$ cat src/rtl/ycbcr_csc.sv
// RGB888 -> YCbCr444 converter. Fetches nine signed Q1.7 coefficients from an
// external coefficient RAM (1-cycle registered read), then streams pixels
// through a 3-stage stallable pipeline with valid/ready on both sides.
module ycbcr_csc #(
  parameter int COEF_BASE  = 0,
  parameter int ADDR_WIDTH = 9
) (
  input  logic                  clk,
  input  logic                  rst,
  input  logic                  reload,
  output logic [ADDR_WIDTH-1:0] coef_raddr,
  output logic                  coef_re,
  input  logic [7:0]            coef_rdata,
  output logic                  loaded,
  input  logic                  s_valid,
  output logic                  s_ready,
  input  logic [7:0]            s_r,
  input  logic [7:0]            s_g,
  input  logic [7:0]            s_b,
  output logic                  m_valid,
  input  logic                  m_ready,
  output logic [7:0]            m_y,
  output logic [7:0]            m_cb,
  output logic [7:0]            m_cr
);

  localparam logic [1:0] ST_LOAD  = 2'd0;
  localparam logic [1:0] ST_RUN   = 2'd1;
  localparam logic [1:0] ST_DRAIN = 2'd2;

  logic [1:0]         state_reg;
  // 0..8: address issue slots; 1..9: capture slots (data lags address by one)
  logic [3:0]         load_cnt_reg;
  logic signed [7:0]  coef_reg [9];

  logic               v1_reg;
  logic               v2_reg;
  logic               m_valid_reg;
  logic signed [16:0] prod_reg  [9];
  logic signed [16:0] prod_next [9];
  logic signed [18:0] sum_reg   [3];
  logic signed [18:0] sum_next  [3];
  logic [7:0]         pix_next  [3];
  logic [7:0]         out_reg   [3];
  logic [7:0]         comp      [3];

  logic stall;
  logic accept;
  logic pipe_empty;
  logic issuing;

  assign comp[0] = s_r;
  assign comp[1] = s_g;
  assign comp[2] = s_b;

  // The whole pipeline freezes while the output register holds an unconsumed pixel.
  assign stall      = m_valid_reg && !m_ready;
  assign s_ready    = (state_reg == ST_RUN) && !stall;
  assign accept     = s_valid && s_ready;
  assign pipe_empty = !v1_reg && !v2_reg && !m_valid_reg;
  assign loaded     = (state_reg == ST_RUN);

  // Read request is driven straight from the counter so address k appears in the
  // k-th cycle of LOAD; rst gates it so nothing is requested while held in reset.
  assign issuing    = (state_reg == ST_LOAD) && (load_cnt_reg < 4'd9);
  assign coef_re    = issuing && !rst;
  assign coef_raddr = ADDR_WIDTH'(COEF_BASE) + ADDR_WIDTH'(issuing ? load_cnt_reg : 4'd0);

  assign m_valid = m_valid_reg;
  assign m_y     = out_reg[0];
  assign m_cb    = out_reg[1];
  assign m_cr    = out_reg[2];

  genvar gi;
  generate
    // Products: coefficient index = 3*channel + component (R,G,B).
    for (gi = 0; gi < 9; gi++) begin : g_prod
      assign prod_next[gi] = 17'($signed({1'b0, comp[gi % 3]})) * 17'(coef_reg[gi]);
    end

    // Per-channel sum, then round, offset and clamp to 0..255.
    for (gi = 0; gi < 3; gi++) begin : g_chan
      logic signed [19:0] scaled;
      assign sum_next[gi] = 19'(prod_reg[3*gi]) + 19'(prod_reg[3*gi+1]) + 19'(prod_reg[3*gi+2]);
      assign scaled = ((20'(sum_reg[gi]) + 20'sd64) >>> 7) + ((gi == 0) ? 20'sd16 : 20'sd128);
      assign pix_next[gi] = scaled[19] ? 8'd0 :
                            (scaled > 20'sd255) ? 8'd255 : scaled[7:0];
    end
  endgenerate

  // Control FSM: coefficient fetch, run, and drain-before-reload.
  always_ff @(posedge clk) begin
    if (rst) begin
      state_reg    <= ST_LOAD;
      load_cnt_reg <= 4'd0;
      for (int i = 0; i < 9; i++) coef_reg[i] <= 8'sd0;
    end else begin
      case (state_reg)
        ST_LOAD: begin
          if (load_cnt_reg != 4'd0) coef_reg[load_cnt_reg - 4'd1] <= coef_rdata;
          if (load_cnt_reg == 4'd9) begin
            state_reg    <= ST_RUN;
            load_cnt_reg <= 4'd0;
          end else begin
            load_cnt_reg <= load_cnt_reg + 4'd1;
          end
        end
        ST_RUN: begin
          if (reload) state_reg <= ST_DRAIN;
        end
        ST_DRAIN: begin
          if (pipe_empty) begin
            state_reg    <= ST_LOAD;
            load_cnt_reg <= 4'd0;
          end
        end
        default: begin
          state_reg    <= ST_LOAD;
          load_cnt_reg <= 4'd0;
        end
      endcase
    end
  end

  // Datapath: multiply, sum, scale; every stage advances together unless stalled.
  always_ff @(posedge clk) begin
    if (rst) begin
      v1_reg      <= 1'b0;
      v2_reg      <= 1'b0;
      m_valid_reg <= 1'b0;
      for (int i = 0; i < 9; i++) prod_reg[i] <= 17'sd0;
      for (int i = 0; i < 3; i++) begin
        sum_reg[i] <= 19'sd0;
        out_reg[i] <= 8'd0;
      end
    end else if (!stall) begin
      v1_reg      <= accept;
      v2_reg      <= v1_reg;
      m_valid_reg <= v2_reg;
      if (accept) begin
        for (int i = 0; i < 9; i++) prod_reg[i] <= prod_next[i];
      end
      if (v1_reg) begin
        for (int i = 0; i < 3; i++) sum_reg[i] <= sum_next[i];
      end
      if (v2_reg) begin
        for (int i = 0; i < 3; i++) out_reg[i] <= pix_next[i];
      end
    end
  end

endmodule

$ cat config.mk
export PLATFORM = sky130hd
export DESIGN_NAME = ycbcr_csc
export DESIGN_NICKNAME = d
export VERILOG_FILES = /design/src/rtl/ycbcr_csc.sv
export SDC_FILE = /design/constraint.sdc
export NUM_CORES = 2
export LEC_CHECK = 0
export BUFFER_PORTS_ARGS = -buffer_cell sky130_fd_sc_hd__buf_4
export CORE_AREA = 2 2 257 259
export DETAILED_ROUTE_END_ITERATION = 8
export DIE_AREA = 0 0 259 261
export GPL_TIMING_DRIVEN = 1
export PLACE_DENSITY = 0.8
export SLEW_MARGIN = 20
export SYNTH_ARGS = -nofsm -noshare
export SYNTH_HDL_FRONTEND = slang
export SYNTH_SLANG_ARGS = --single-unit
$ cat constraint.sdc
create_clock -name clk -period 14.87 [get_ports clk]
set_input_delay 2.2305 -clock clk [delete_from_list [all_inputs] [get_ports clk]]
set_output_delay 2.2305 -clock clk [all_outputs]
set_load 0.01 [all_outputs]
* Word level (Yosys, flattened, before mapping)
Memory sizes are Yosys's and may differ from the RTL's.
Cells that the tools add are included.
Widths: inputs -> output; s select.
** Operators by class
- Add/sub/neg operators :: 14
- Multipliers :: 9
- Div/mod/pow operators :: 0
- Order comparisons :: 4
- Equal/unequal tests :: 6
- Shift operators :: 0
- Muxes and demuxes :: 50
- Bitwise operators :: 16
- Reductions and logical operators :: 18
** Operators with widths (count)
- $mul 9x8->17 :: 9
- $mux 17 :: 9
- $mux 8 :: 10
- $add 19x8->20 const B :: 3
- $add 18x17->19 :: 3
- $mux 19 :: 3
- $add 17x17->18 :: 3
- $gt 14x9->1 const B :: 3
- $add 13x9->14 const B :: 2
- $mux 1 :: 19
- $mux 4 :: 4
- $or 1x1->1 :: 15
- $add 13x6->14 const B :: 1
- $pmux 4 s3 :: 1
- $reduce_or 8->1 :: 1
- $logic_and 1x1->1 :: 7
- $logic_not 1->1 :: 6
- $mux 2 :: 3
- $pmux 2 s3 :: 1
- $add 4x1->4 const B :: 1
- $eq 4x4->1 const B :: 1
- $lt 4x4->1 const B :: 1
- $ne 2x2->1 const B :: 2
- $reduce_bool 4->1 :: 1
- other kinds (8) :: 8
** Storage, ports and cells
- Register bits :: 9
- Latch bits :: 0
- Memory bits (writable) :: 306
- Memory bits (read-only) :: 0
- Bits of input ports :: 37
- Output and inout bits :: 37
- Logic and storage cells :: 126
- Memories :: 4
** Memories
- prod_reg :: depth 9, bits a word 17, read ports 9, clocked after Yosys merged registers in 0, wr ports 9, RTL line 39 : logic signed [16:0] prod_reg [9];
- coef_reg :: depth 9, bits a word 8, read ports 9, clocked after Yosys merged registers in 0, wr ports 9, RTL line 34 : logic signed [7:0] coef_reg [9];
- sum_reg :: depth 3, bits a word 19, read ports 3, clocked after Yosys merged registers in 0, wr ports 3, RTL line 41 : logic signed [18:0] sum_reg [3];
- out_reg :: depth 3, bits a word 8, read ports 3, clocked after Yosys merged registers in 0, wr ports 3, RTL line 44 : logic [7:0] out_reg [3];

* Depth between registers and ports, before layout
- Depth after elaboration :: 10
- Mapped depth :: 21
- Mapped depth without buffers :: 20

* Worst setup path before layout
Ideal clock, no wire load.
- Path kind :: input to register
- Start point :: input rst
- End point :: memory prod_reg[0][0] (enable)
- Setup time :: 0.540 ns
- Arrival :: 6.405 ns
- Required time :: 14.330 ns
- Slack :: 7.925 ns
- Stages :: 3
- Path buffers :: 2
- Cell sequence :: clkbuf_1 > clkbuf_1 > nand2b_1
** RTL lines
- start: declaration :: RTL line 9 : input logic rst,
- end: declaration :: RTL line 39

==> impl_metrics.yaml <==
outcome:
  status: "finished clean"
power:
  p_sw_share_pct: 36.9
  p_per_area_mw_per_mm2: 85.9
  ir_worst_vdd_mv: 0.0757
  switchingPower_w: 0.00117
  seqPwrFrac_pct: 31.4
  p_leak_nw: 17.4
  intPower_w: 0.00199
  p_clk_share_pct: 29.1
  p_comb_share_pct: 39.5
critical_path:
  worstPathRequired_ns: 15.15
  r2r-start: "coef_reg[6][0]$_SDFFCE_PN0P_"
  critical_path_arrival_ns: 6.46
  critPathKind: "primary input to flip-flop"
  critPathSlowestCell: "fa_1"
  r2r_end: "prod_reg[0][118]$_SDFFCE_PN0P_"
  worstPathCellList: "buf_4 > and2_1 > ha_1 > inv_1 > fa_1 > inv_1 > ha_1 > inv_1 > fa_1 > inv_1 > ha_1 > fa_1 > a21o_1 > a21o_1 > a21oi_1 > o21ai_0 > a41oi_1 > a21oi_1 > xnor2_1 > nor2_1"
  crit_top_cell: "inv_1"
  critPathLaunchType: "primary input"
  reg2reg_slack_ns: 9.96
  cp-end-kind: "flip-flop"
  cpPeakStageDelay_ns: 0.51
  r2r_cells: 19
  cp_max_fo: 24
synth:
  yosys.area.top_type: "edfxtp_1"
  async_flop_share_pct: 0
  synth_top_family_by_area: "adder cells"
  synth_cell_type_count: 73
  synth-adder-area-share_pct: 38.6
  avgSynthCellArea_um2: 9.95
  synthCells: 3437
  synthSimpleGateAreaFrac_pct: 18.7
  synth_edf_count: 288
  synth_xor_xnor_area_share_pct: 3.43
  yosys_most_used_dff: "edfxtp_1"
  synth.area.top_cells: "edfxtp_1, fa_1, ha_1, and2_1, inv_1"
  synthesis.area_mm2: 0.0342
  yosysTopAreaCellShare_pct: 25.3
  synth_compound_area_share_pct: 6.26
  ys_warn_count: 0
  ys_seq_area_share_pct: 25.8
  muxShareOfSynthArea_pct: 0.0878
  ys_seq_elements: 297
layout:
  final_core_util_pct: 56.5
  largest_reg_flops: 153
  nets: 4327
  drive_gt1_share_pct: 5.15
  syn2layout_area_growth_pct: 7.47
clocking:
  cts_resized: 0
  postCtsHoldBufs: 0
  clkLatencyLatePin_ns: 0.58
  clockRootBuffer: "clkbuf_16"
  cts_buffer_depth: 3
  cts_max_level: 2
  clock_sinks: 297
  cts_buffers: 37
  post_cts_buffers: 0
  cts.clk_slew.worst_paths_ns: 0.06
  cts_tree: "built"
sta:
  tightestPinTransition_ns: 1.14
  finalHoldViolCount: 0
  drv_slew: 0
  finalCritPeriodShare_pct: 41.6
  max_freq_mhz: 162
  tns_ns: 0
  fin_worst_skew_ns: 0.0383
  layout_min_cycle_time_ns: 6.18
  rsz0062_at_grt: "no"
  setup_viol: 0
  slew_headroom_pct: 23.8
global_routing:
  antenna_found_initial: 5
  grt_pass1_wl_mm: 129
  grt_max_degree: 79
  overflow: 0
  grt_pass1_vias: 24400
  track_usage_pct: 24.3
min_path:
  hold_start: "state_reg[1]$_SDFFE_PP0P_"
  holdPathEnd: "state_reg[0]$_SDFFE_PP0P_"
  hp-class: "flip-flop to flip-flop"
  hold_path_depth: 1
placed_design:
  dp_hpwl_mm: 61.7
  io_buffers: 68
  routabilityCongestion: 0.913
routing:
  viasPerCell: 5.50
  drcViolationCount: 0
  drtIter0Drc: 2163
  final_antenna_net_count: 0
  vias: 24000
  dr.pass1.iters: 8
  routedWlPerCell_um: 18.2
  drt_wl_total_mm: 79.4
floorplan:
  boundaryPins: 74
  die-area_mm2: 0.0676
  fp-row-count: 94
  initial_core_util_pct: 52.6
  coreArea_mm2: 0.0650
  die_w_um: 259
  die-height_um: 261
job:
  maxCapViolCount: 0
[worst max-delay path by stage]
stage,from,end
after floorplan,rst,prod_reg[0][0]$_SDFFCE_PN0P_
after global placement,s_g[0],prod_reg[0][84]$_SDFFCE_PN0P_
after detailed placement,s_g[0],prod_reg[0][84]$_SDFFCE_PN0P_
after CTS,s_g[0],prod_reg[0][84]$_SDFFCE_PN0P_
after global routing,s_g[0],prod_reg[0][84]$_SDFFCE_PN0P_
final,s_r[4],prod_reg[0][118]$_SDFFCE_PN0P_
[cells by family (layout without fill, tap and decap cells)]
| kind of cell | after synthesis | count (layout) |
|---|---|---|
| multiplexers | 3 | 3 |
| XOR/XNOR | 134 | 134 |
| flip-flops | 297 | 297 |
| buffers and inverters | 637 | 689 |
| other | 1 | 8 |
| AND/OR/NAND/NOR | 1198 | 1198 |
| adder cells (fa/ha/maj) | 826 | 826 |
| AO/OA/AOI/OAI | 341 | 341 |
[worst max-delay path, delay by kind of cell]
family                     cells  cell delay (ns)
xor gates and xnor gates       1             0.17
and+or+nand+nor                2             0.23
buffers and inverters          5             0.39
AOI/OAI and AO/OA              6             1.22
adders and majority gates      6             2.23
[power groups by stage]
stage	registers, W	clock network (W)	logic [W]
6_report	0.000991	0.000920	0.00125
5_1_grt	0.000995	0.000958	0.00142
4_1_cts	0.000990	0.000930	0.00125
3_5_place_dp	0.00101	0	0.00123
3_3_place_gp	0.00101	0	0.00119
2_1_floorplan	0.000990	0	0.000921
[cell type report]
cell class | instances | area, um^2
antenna | 3 | 7.51
tap | 864 | 1080
inverter | 544 | 2040
multi-input combinational | 2507 | 23000
timing repair buffer | 77 | 578
sequential | 297 | 8830
clock buffer | 45 | 977
clock inverter | 23 | 249
fill | 5415 | 28300
[cell usage in the layout, fill, tap and decap left out, types with 73 or more instances in the layout]
| master | count |
|---|---|
| nand2_1 | 227 |
| inv_1 | 544 |
| buf_4 | 77 |
| a21oi_1 | 138 |
| nor3_1 | 83 |
| and2_1 | 475 |
| xnor2_1 | 73 |
| ha_1 | 445 |
| edfxtp_1 | 288 |
| fa_1 | 381 |
| nor2_1 | 188 |
[stage by stage]
| stage | worst slack [ns] | power, W | area (um^2) | instances | hold WS (ns) |
|---|---|---|---|---|---|
| 3_3_place_gp | 8.31 | 0.00220 | 35500 | 4289 | 0.451 |
| 6_report | 8.69 | 0.00316 | 36700 | 4360 | 0.465 |
| 3_5_place_dp | 8.17 | 0.00224 | 35500 | 4289 | 0.450 |
| 5_1_grt | 8.39 | 0.00337 | 36700 | 4357 | 0.497 |
| 4_1_cts | 8.73 | 0.00317 | 36700 | 4357 | 0.461 |
| 2_1_floorplan | 7.92 | 0.00191 | 34200 | 3441 | 0.423 |
[routing by layer]
metal / GRT usage [%] / wire length [um]
met4: 9.18 / 3020
met5: 0 / 0
met3: 3.51 / 6040
met1: 32.6 / 32900
met2: 40.3 / 37400
[Yosys cell counts, types with 13 or more instances]
cell type	number
inv_1	544
and2_1	475
ha_1	445
fa_1	381
edfxtp_1	288
nand2_1	227
nor2_1	189
a21oi_1	138
nor3_1	84
clkbuf_1	78
xnor2_1	73
xor2_1	61
o21ai_0	58
nand2b_1	43
nand3_1	42
a21o_1	35
nor2b_1	29
or2_2	23
and3_1	21
nor3b_1	20
o21a_1	20
a41oi_1	13
or3_1	13
(Power assumes the default switching activity.)
